$ cat src/rtl/uart_bus_arbiter_pkg.sv
// Shared definitions for the UART register-bus arbiter.
// Holds the default bus widths and timeout, the data returned to a master
// on a forced (timed-out) completion, the arbiter state encoding, and a
// helper that sizes the timeout counter.
package uart_bus_arbiter_pkg;

    localparam int         ADDR_W_DEFAULT  = 2;
    localparam int         DATA_W_DEFAULT  = 8;
    localparam int         TIMEOUT_DEFAULT = 255;
    localparam logic [7:0] TIMEOUT_DATA    = 8'hFF;

    typedef enum logic [1:0] {
        ST_IDLE  = 2'd0,
        ST_BUSY0 = 2'd1,
        ST_BUSY1 = 2'd2,
        ST_DONE  = 2'd3
    } arb_state_t;

    // Width needed to count up to the timeout value; never narrower than
    // one bit so a TIMEOUT of 0 (wait forever) still elaborates.
    function automatic int counterWidth(input int timeout);
        int w;
        w = $clog2(timeout + 1);
        return (w < 1) ? 1 : w;
    endfunction

endpackage

$ cat src/rtl/uart_bus_arbiter_bus_timeout_counter.sv
// Saturating cycle counter that bounds how long the arbiter waits for the
// UART to acknowledge an access.
// Ports:
//   i_clk      clock
//   i_reset_n  synchronous active-low reset
//   i_clear    return the count to zero (held while no access is in flight)
//   i_enable   count one cycle of an in-flight access
//   o_hit      this cycle is the TIMEOUT-th cycle of the access (never set
//              when TIMEOUT is 0)
module bus_timeout_counter
    import uart_bus_arbiter_pkg::*;
#(
    parameter int TIMEOUT = TIMEOUT_DEFAULT
) (
    input  logic i_clk,
    input  logic i_reset_n,
    input  logic i_clear,
    input  logic i_enable,
    output logic o_hit
);

    localparam int            CW        = counterWidth(TIMEOUT);
    localparam logic [CW-1:0] COUNT_MAX = CW'(TIMEOUT);
    // The count holds the number of cycles already spent in the access, so
    // the TIMEOUT-th cycle is the one where the count reads TIMEOUT-1.
    localparam logic [CW-1:0] HIT_AT    = (TIMEOUT == 0) ? '0 : CW'(TIMEOUT - 1);

    logic [CW-1:0] r_count;

    // Count cycles of the current access, clearing between accesses and
    // stopping at the top so a wait-forever access cannot wrap.
    always_ff @(posedge i_clk) begin
        if (!i_reset_n) begin
            r_count <= '0;
        end else if (i_clear) begin
            r_count <= '0;
        end else if (i_enable && (r_count != COUNT_MAX)) begin
            r_count <= r_count + 1'b1;
        end
    end

    assign o_hit = (TIMEOUT != 0) && i_enable && (r_count >= HIT_AT);

endmodule

$ cat src/rtl/uart_bus_arbiter.sv
// Two-master arbiter in front of the UART's register bus.
// Master 0 is the host bus, master 1 an internal requester. One access at a
// time is forwarded to the UART; its read data, ack and timeout flag go back
// to the master that owns it. Ties alternate, master 0 winning the first.
// Ports:
//   i_ref_clk, i_reset_n          clock, synchronous active-low reset
//   i_mN_addr/data_in/we/stb      master N request
//   o_mN_data_out/ack/err         master N response (ack is a 1-cycle pulse,
//                                 err marks a timed-out access)
//   o_s_addr/data_out/we/stb      request to the UART
//   i_s_data_in/ack               response from the UART
//   o_grant                       one-hot current owner
// All outputs are registered.
module uart_bus_arbiter
    import uart_bus_arbiter_pkg::*;
#(
    parameter int ADDR_W  = ADDR_W_DEFAULT,
    parameter int DATA_W  = DATA_W_DEFAULT,
    parameter int TIMEOUT = TIMEOUT_DEFAULT
) (
    input  logic              i_ref_clk,
    input  logic              i_reset_n,
    input  logic [ADDR_W-1:0] i_m0_addr,
    input  logic [DATA_W-1:0] i_m0_data_in,
    output logic [DATA_W-1:0] o_m0_data_out,
    input  logic              i_m0_we,
    input  logic              i_m0_stb,
    output logic              o_m0_ack,
    output logic              o_m0_err,
    input  logic [ADDR_W-1:0] i_m1_addr,
    input  logic [DATA_W-1:0] i_m1_data_in,
    output logic [DATA_W-1:0] o_m1_data_out,
    input  logic              i_m1_we,
    input  logic              i_m1_stb,
    output logic              o_m1_ack,
    output logic              o_m1_err,
    output logic [ADDR_W-1:0] o_s_addr,
    output logic [DATA_W-1:0] o_s_data_out,
    input  logic [DATA_W-1:0] i_s_data_in,
    output logic              o_s_we,
    output logic              o_s_stb,
    input  logic              i_s_ack,
    output logic [1:0]        o_grant
);

    arb_state_t        r_state,       w_next_state;
    logic              r_last_grant,  w_last_grant;
    logic [ADDR_W-1:0] r_s_addr,      w_s_addr;
    logic [DATA_W-1:0] r_s_data_out,  w_s_data_out;
    logic              r_s_we,        w_s_we;
    logic              r_s_stb,       w_s_stb;
    logic [1:0]        r_grant,       w_grant;
    logic [DATA_W-1:0] r_m0_data_out, w_m0_data_out;
    logic              r_m0_ack,      w_m0_ack;
    logic              r_m0_err,      w_m0_err;
    logic [DATA_W-1:0] r_m1_data_out, w_m1_data_out;
    logic              r_m1_ack,      w_m1_ack;
    logic              r_m1_err,      w_m1_err;

    logic w_busy;
    logic w_hit;
    logic w_pick0;
    logic w_pick1;

    assign w_busy = (r_state == ST_BUSY0) || (r_state == ST_BUSY1);

    // r_last_grant holds the index of the previous owner; on a tie the other
    // master wins, so resetting it to 1 hands master 0 the first tie.
    assign w_pick0 = i_m0_stb && (!i_m1_stb || r_last_grant);
    assign w_pick1 = i_m1_stb && (!i_m0_stb || !r_last_grant);

    bus_timeout_counter #(
        .TIMEOUT  (TIMEOUT)
    ) u_timeout (
        .i_clk    (i_ref_clk),
        .i_reset_n(i_reset_n),
        .i_clear  (!w_busy),
        .i_enable (w_busy),
        .o_hit    (w_hit)
    );

    // State and output registers. Every output leaves the block from a flop,
    // so the comb processes below only compute next values.
    always_ff @(posedge i_ref_clk) begin
        if (!i_reset_n) begin
            r_state       <= ST_IDLE;
            r_last_grant  <= 1'b1;
            r_s_addr      <= '0;
            r_s_data_out  <= '0;
            r_s_we        <= 1'b0;
            r_s_stb       <= 1'b0;
            r_grant       <= 2'b00;
            r_m0_data_out <= '0;
            r_m0_ack      <= 1'b0;
            r_m0_err      <= 1'b0;
            r_m1_data_out <= '0;
            r_m1_ack      <= 1'b0;
            r_m1_err      <= 1'b0;
        end else begin
            r_state       <= w_next_state;
            r_last_grant  <= w_last_grant;
            r_s_addr      <= w_s_addr;
            r_s_data_out  <= w_s_data_out;
            r_s_we        <= w_s_we;
            r_s_stb       <= w_s_stb;
            r_grant       <= w_grant;
            r_m0_data_out <= w_m0_data_out;
            r_m0_ack      <= w_m0_ack;
            r_m0_err      <= w_m0_err;
            r_m1_data_out <= w_m1_data_out;
            r_m1_ack      <= w_m1_ack;
            r_m1_err      <= w_m1_err;
        end
    end

    // Next state. A dropped strobe while busy abandons the access straight
    // back to IDLE; otherwise an ack or a timeout finishes it through DONE,
    // which gives the master a cycle to lower its strobe.
    always_comb begin
        w_next_state = r_state;
        case (r_state)
            ST_IDLE: begin
                if (w_pick0) begin
                    w_next_state = ST_BUSY0;
                end else if (w_pick1) begin
                    w_next_state = ST_BUSY1;
                end
            end
            ST_BUSY0: begin
                if (!i_m0_stb) begin
                    w_next_state = ST_IDLE;
                end else if (i_s_ack || w_hit) begin
                    w_next_state = ST_DONE;
                end
            end
            ST_BUSY1: begin
                if (!i_m1_stb) begin
                    w_next_state = ST_IDLE;
                end else if (i_s_ack || w_hit) begin
                    w_next_state = ST_DONE;
                end
            end
            default: w_next_state = ST_IDLE;
        endcase
    end

    // Next output values. Bus fields and read data hold by default; ack and
    // err default low so they pulse for exactly one cycle. An ack arriving on
    // the timeout cycle is honoured as a normal completion.
    always_comb begin
        w_last_grant  = r_last_grant;
        w_s_addr      = r_s_addr;
        w_s_data_out  = r_s_data_out;
        w_s_we        = r_s_we;
        w_s_stb       = r_s_stb;
        w_grant       = r_grant;
        w_m0_data_out = r_m0_data_out;
        w_m0_ack      = 1'b0;
        w_m0_err      = 1'b0;
        w_m1_data_out = r_m1_data_out;
        w_m1_ack      = 1'b0;
        w_m1_err      = 1'b0;
        case (r_state)
            ST_IDLE: begin
                if (w_pick0) begin
                    w_s_addr     = i_m0_addr;
                    w_s_data_out = i_m0_data_in;
                    w_s_we       = i_m0_we;
                    w_s_stb      = 1'b1;
                    w_grant      = 2'b01;
                    w_last_grant = 1'b0;
                end else if (w_pick1) begin
                    w_s_addr     = i_m1_addr;
                    w_s_data_out = i_m1_data_in;
                    w_s_we       = i_m1_we;
                    w_s_stb      = 1'b1;
                    w_grant      = 2'b10;
                    w_last_grant = 1'b1;
                end
            end
            ST_BUSY0: begin
                if (!i_m0_stb) begin
                    w_s_stb = 1'b0;
                    w_grant = 2'b00;
                end else if (i_s_ack) begin
                    w_m0_data_out = i_s_data_in;
                    w_m0_ack      = 1'b1;
                    w_s_stb       = 1'b0;
                    w_grant       = 2'b00;
                end else if (w_hit) begin
                    w_m0_data_out = DATA_W'(TIMEOUT_DATA);
                    w_m0_ack      = 1'b1;
                    w_m0_err      = 1'b1;
                    w_s_stb       = 1'b0;
                    w_grant       = 2'b00;
                end
            end
            ST_BUSY1: begin
                if (!i_m1_stb) begin
                    w_s_stb = 1'b0;
                    w_grant = 2'b00;
                end else if (i_s_ack) begin
                    w_m1_data_out = i_s_data_in;
                    w_m1_ack      = 1'b1;
                    w_s_stb       = 1'b0;
                    w_grant       = 2'b00;
                end else if (w_hit) begin
                    w_m1_data_out = DATA_W'(TIMEOUT_DATA);
                    w_m1_ack      = 1'b1;
                    w_m1_err      = 1'b1;
                    w_s_stb       = 1'b0;
                    w_grant       = 2'b00;
                end
            end
            default: begin
            end
        endcase
    end

    assign o_s_addr      = r_s_addr;
    assign o_s_data_out  = r_s_data_out;
    assign o_s_we        = r_s_we;
    assign o_s_stb       = r_s_stb;
    assign o_grant       = r_grant;
    assign o_m0_data_out = r_m0_data_out;
    assign o_m0_ack      = r_m0_ack;
    assign o_m0_err      = r_m0_err;
    assign o_m1_data_out = r_m1_data_out;
    assign o_m1_ack      = r_m1_ack;
    assign o_m1_err      = r_m1_err;

endmodule

$ cat config.mk
export PLATFORM = sky130hd
export DESIGN_NAME = uart_bus_arbiter
export DESIGN_NICKNAME = d
export VERILOG_FILES = /design/src/rtl/uart_bus_arbiter_pkg.sv /design/src/rtl/uart_bus_arbiter_bus_timeout_counter.sv /design/src/rtl/uart_bus_arbiter.sv
export SDC_FILE = /design/constraint.sdc
export NUM_CORES = 1
export LEC_CHECK = 0
export BUFFER_PORTS_ARGS = -buffer_cell sky130_fd_sc_hd__buf_2
export CORE_ASPECT_RATIO = 0.7
export CORE_MARGIN = 2
export CORE_UTILIZATION = 45
export DETAILED_ROUTE_END_ITERATION = 10
export GPL_ROUTABILITY_DRIVEN = 1
export PLACE_DENSITY = 0.77
export SLEW_MARGIN = 10
export SYNTH_ARGS = -nofsm -noshare
export SYNTH_HDL_FRONTEND = slang
export SYNTH_SLANG_ARGS = --single-unit
$ cat constraint.sdc
create_clock -name i_ref_clk -period 1.6 [get_ports i_ref_clk]
set_input_delay 0.4 -clock i_ref_clk [delete_from_list [all_inputs] [get_ports i_ref_clk]]
set_output_delay 0.4 -clock i_ref_clk [all_outputs]
set_load 0.05 [all_outputs]
# Word level (Yosys, flattened, before mapping)
# Index checks and enable logic that the tools add are counted.
# op_classes
addsub	1
magnitude_cmp	1
eq_ne	4
muxes	30
n_reduce_logical	22
# op_table
cell	count
$mux W8	4
$mux W2	11
$mux W1	12
$pmux W2 S3	2
$reduce_and A3 Y1	4
$add A8 B1 Y8 const B	1
$ge A8 B8 Y1 const B	1
$ne A8 B8 Y1 const B	1
$reduce_and A2 Y1	3
$logic_and A1 B1 Y1	4
$logic_or A1 B1 Y1	4
$reduce_bool A2 Y1	2
$logic_not A1 Y1	3
$ne A3 B3 Y1 const B	1
$pmux W1 S3	1
$reduce_bool A3 Y1	1
$eq A2 B1 Y1 const B	1
$eq A2 B2 Y1 const B	1
$logic_not A2 Y1	1
# word_totals
register_bits	45
inputBits	35
word_cells	72

# Longest topological paths before layout
# depth
ltp_word	7
depth_mapped	6
depth_no_buf	6

# Hierarchy
# A second synthesis with hierarchy kept.
# unflattened
cells_unflattened	196
area_unflattened_um2	1940.6
# by_module_without_submodules
mod	n_inst	cells_each	area_per_inst_um2	seq_area_each_um2
uart_bus_arbiter	1	144	1483.9	740.7
bus_timeout_counter	1	52	456.7	160.2

# Worst setup path before layout
# Ideal clock, no wire load.
# synth_timing
path_kind	reg-to-reg
from	register u_timeout.r_count[0]
to	register r_state[1]
setup_time_ns	0.134
t_arrival_ns	1.527
required_time_ns	1.466
setup_slack_ns	-0.061
path_stages_with_launch	7
n_path_buf	0
synth_period_minus_slack_ns	1.661
path_cell_list	dfxtp_1 > inv_1 > ha_1 > or2_2 > and4_4 > a2111oi_2 > a2111oi_2
# synth_via
elab_chain_len	6
# synth_rtl
item	line_no	rtl
start: declaration	uart_bus_arbiter_bus_timeout_counter.sv:28	logic [CW-1:0] r_count;
start signal: assignment	uart_bus_arbiter_bus_timeout_counter.sv:38	r_count <= r_count + 1'b1;
$ge A8 B8 Y1 (*)	uart_bus_arbiter_bus_timeout_counter.sv:42	assign o_hit = (TIMEOUT != 0) && i_enable && (r_count >= HIT_AT);
$logic_and A1 B1 Y1 (*)	uart_bus_arbiter_bus_timeout_counter.sv:42	
$logic_or A1 B1 Y1 (*)	uart_bus_arbiter.sv:132, uart_bus_arbiter.sv:139	
$mux W2 (*)	n/a	
$mux W2 (on tied branches)	n/a	
$pmux W2 S3 (*)	n/a	
end signal: assignment	uart_bus_arbiter.sv:100	r_state <= w_next_state;
end: declaration	uart_bus_arbiter.sv:46	arb_state_t r_state, w_next_state;
# Mark *: on every way between the ends. The rest lies on a longest branch, timed or not.
# A chain may end at the register's enable or synchronous reset.

# Worst setup path in the final report
# Same ends and word-level chain as after synthesis.

==> flow_summary.yaml <==
route:
  first_pass_iters: 4
  drtAntennaViolNets: 0
  drtIter0Drc: 57
  wl_mm: 4.73
  vias_per_cell: 5.35
  vias: 1882
  drc_errors: 0
  wire_per_inst_um: 13.4
sta:
  timing.final.ws_setup_ps: 75.4
  fin_skew_ps: 9.82
  finalSetupViolCount: 0
  post-route-period-util_pct: 95.3
  max_slew_margin_pct: 75.3
  hold_viol_final: 0
  final_max_slew_viol_count: 0
  fmax_mhz: 656
  period_minus_slack_ps: 1520
  tightest_slew_ps: 366
clocking:
  clk_latency_ps: 300
  cts_setup_buffers: 0
  cts_tree: "done"
  clock-root-buffer: "clkbuf_8"
  clkSlewWorstSetupHoldPaths_ps: 90
  clock-sinks: 45
  numCtsBuffers: 5
  htreeDepth: 2
  clockBufferDepth: 2
floorplanning:
  ios: 69
  core_sq_um: 4330
  dieArea_sq_um: 5050
  die_w_um: 84.1
  die_h_um: 60.1
  start_util_pct: 46.7
  rows: 20
placement:
  port_buffers: 68
  dp_hpwl_mm: 3.45
  dpl-instance-area_sq_um: 2490
  gp_congestion: 0.781
  dp_slack_ps: -108
pwr:
  powerDensity_nw_per_um2: 1130
  power.leakage_nw: 1.37
  ir_drop_mv: 0.503
  power_mw: 2.99
hold_path:
  hold_path_class: "in2reg"
  hold_end: "r_last_grant"
  min-delay-start: "i_reset_n"
  min_path_cells: 2
yosys:
  async_reset_ff_share_pct: 0
  syn_area_per_cell_sq_um: 9.32
  ys_warn_count: 0
  yosysUniqueCellTypes: 39
  synth-edff-count: 0
  netlist.area_leader.share_pct: 44.6
  yosys_most_used_dff: "dfxtp_1"
  syn_inst: 217
  ys_seq_area_share_pct: 44.6
  yosysTopAreaCell: "dfxtp_1"
  synth-seq-cells: 45
  netlist_area_sq_um: 2020
  synthTopCellsByArea: "dfxtp_1, o211a_1, mux2i_1"
  syn_nets: 258
finish:
  areaGrowthSynthToFinish_pct: 31.4
  fill_cells: 378
  fin_nets: 337
  finalInstanceArea_sq_um: 2660
  diodes: 0
  drive_gt1_share_pct: 37.4
flow_run:
  cap_violations: 0
global_routing:
  gr-usage-all-layers_pct: 19.8
  antenna_found_initial: 0
  grt_first_pass_wirelength_mm: 7.98
  grt_pass1_vias: 1814
  grt_overflow_total: 0
  grt_max_degree: 34
critical_path:
  arrival_ps: 1710
  path_class: "reg2reg"
  endpoint_kind: "register"
  r2r-end: "r_state[1]"
  r2r_start: "u_timeout.r_count[0]"
  worstPathMaxFanout: 3
  r2r_setup_slack_ps: 80
  r2r.worst_path.cells: 6
  crit_required_ps: 1780
  start_kind: "register"
status:
  status: "completed"
## Yosys cell counts (all sizes together) (6+ instances only)
cell,number
dfxtp,45
nand2,23
o211a,16
o21ai,16
a21oi,15
mux2i,11
nor2,11
nor2b,9
inv,7
nand3,7
a31oi,6
buf,6
clkbuf,6
ha,6
## kinds of logic (layout without fill, tap and decap cells)
kind of cell             Yosys count  in the layout  synth area share, %
flip-flops                        45             45                 44.6
buffers and inverters             19             99                 4.46
XOR/XNOR                           3              3                 1.30
AO/OA/AOI/OAI                     66             66                 23.5
AND/OR/NAND/NOR                   67             67                 17.0
adder cells (fa/ha/maj)            6              6                 3.71
multiplexers                      11             11                 5.45
## metal layers
| layer | GRT usage (%) | up-vias | wire length [um] |
|---|---|---|---|
| met5 | 0 | - | 0 |
| met4 | 5.76 | 0 | 51 |
| met3 | 6.63 | 7 | 284 |
| met2 | 33.3 | 48 | 2200 |
| met1 | 24.6 | 884 | 2190 |
| li1 | - | 943 | - |
## flip-flops by register name, summed over array words and instances (netlist names)
register           count
r_last_grant           1
o_m0_data_out          8
o_grant                2
r_state                2
o_m1_ack               1
u_timeout.r_count      8
o_m1_err               1
o_m0_ack               1
o_s_we                 1
o_s_addr               2
o_s_data_out           8
o_m1_data_out          8
o_s_stb                1
o_m0_err               1
## worst max-delay path, stage by stage (launching register included)
cell       delay, ps
dfxtp_2          330
inv_1             40
ha_1             180
or2_4            240
and4_4           220
a2111oi_4        330
a2111oi_2         80
## cells in the final DEF (no fill, tap or decap), drive strengths merged, types with 3 or more instances in the layout
cell type and instances:
a31oi 6, or2 3, a211oi 4, nor2b 9, nor2 11, dfxtp 45
o211a 16, and3 3, mux2i 11, nand3 7, xnor2 3, a21oi 15
clkbuf 5, o21ai 16, buf 84, ha 6, nand2 23, inv 8
## through the flow
| step | cells | hold WS [ps] | setup TNS (ps) | util [%] |
|---|---|---|---|---|
| 4_1_cts | 352 | 345 | 0 | 60.2 |
| 5_1_grt | 352 | 342 | -32.6 | 61.4 |
| 6_report | 352 | 351 | 0 | 61.4 |
| 2_1_floorplan | 217 | 508 | -15.1 | - |
| 3_5_place_dp | 344 | 476 | -925 | 57.5 |
| 3_3_place_gp | 344 | 468 | -99.6 | 57.5 |
## worst max path at each step
stage	startpoint	to	slack, ps	cells after the start
6_report	u_timeout.r_count[0]	r_state[1]	80	6
5_1_grt	u_timeout.r_count[7]	r_state[1]	-20	4
4_1_cts	u_timeout.r_count[0]	o_grant[0]	10	7
3_5_place_dp	r_state[1]	o_s_addr[0]	-110	6
3_3_place_gp	u_timeout.r_count[0]	o_m1_data_out[3]	-8	6
2_1_floorplan	u_timeout.r_count[0]	r_state[1]	-20	6
## timing repair
action,CTS,global route
hold buffers,0,0
pin swaps,0,2
gates resized for setup,4,11
gates cloned,0,0
setup endpoints to repair,28,34
## report_power, final
group | internal, mW | switching [mW]
Combinational | 0.329 | 0.674
Sequential | 1.23 | 0.0577
Clock | 0.310 | 0.384
## layout make-up
cell class	instances	area [sq um]	area share (%)
multi-input combinational	153	1110	41.7
timing repair buffer	84	460	17.3
clock buffer	5	68.8	2.59
sequential	45	902	34.0
clock inverter	3	21.3	0.801
inverter	7	26.3	0.989
tap	55	68.8	2.59
No activity file was read; power rests on OpenSTA's default activity.
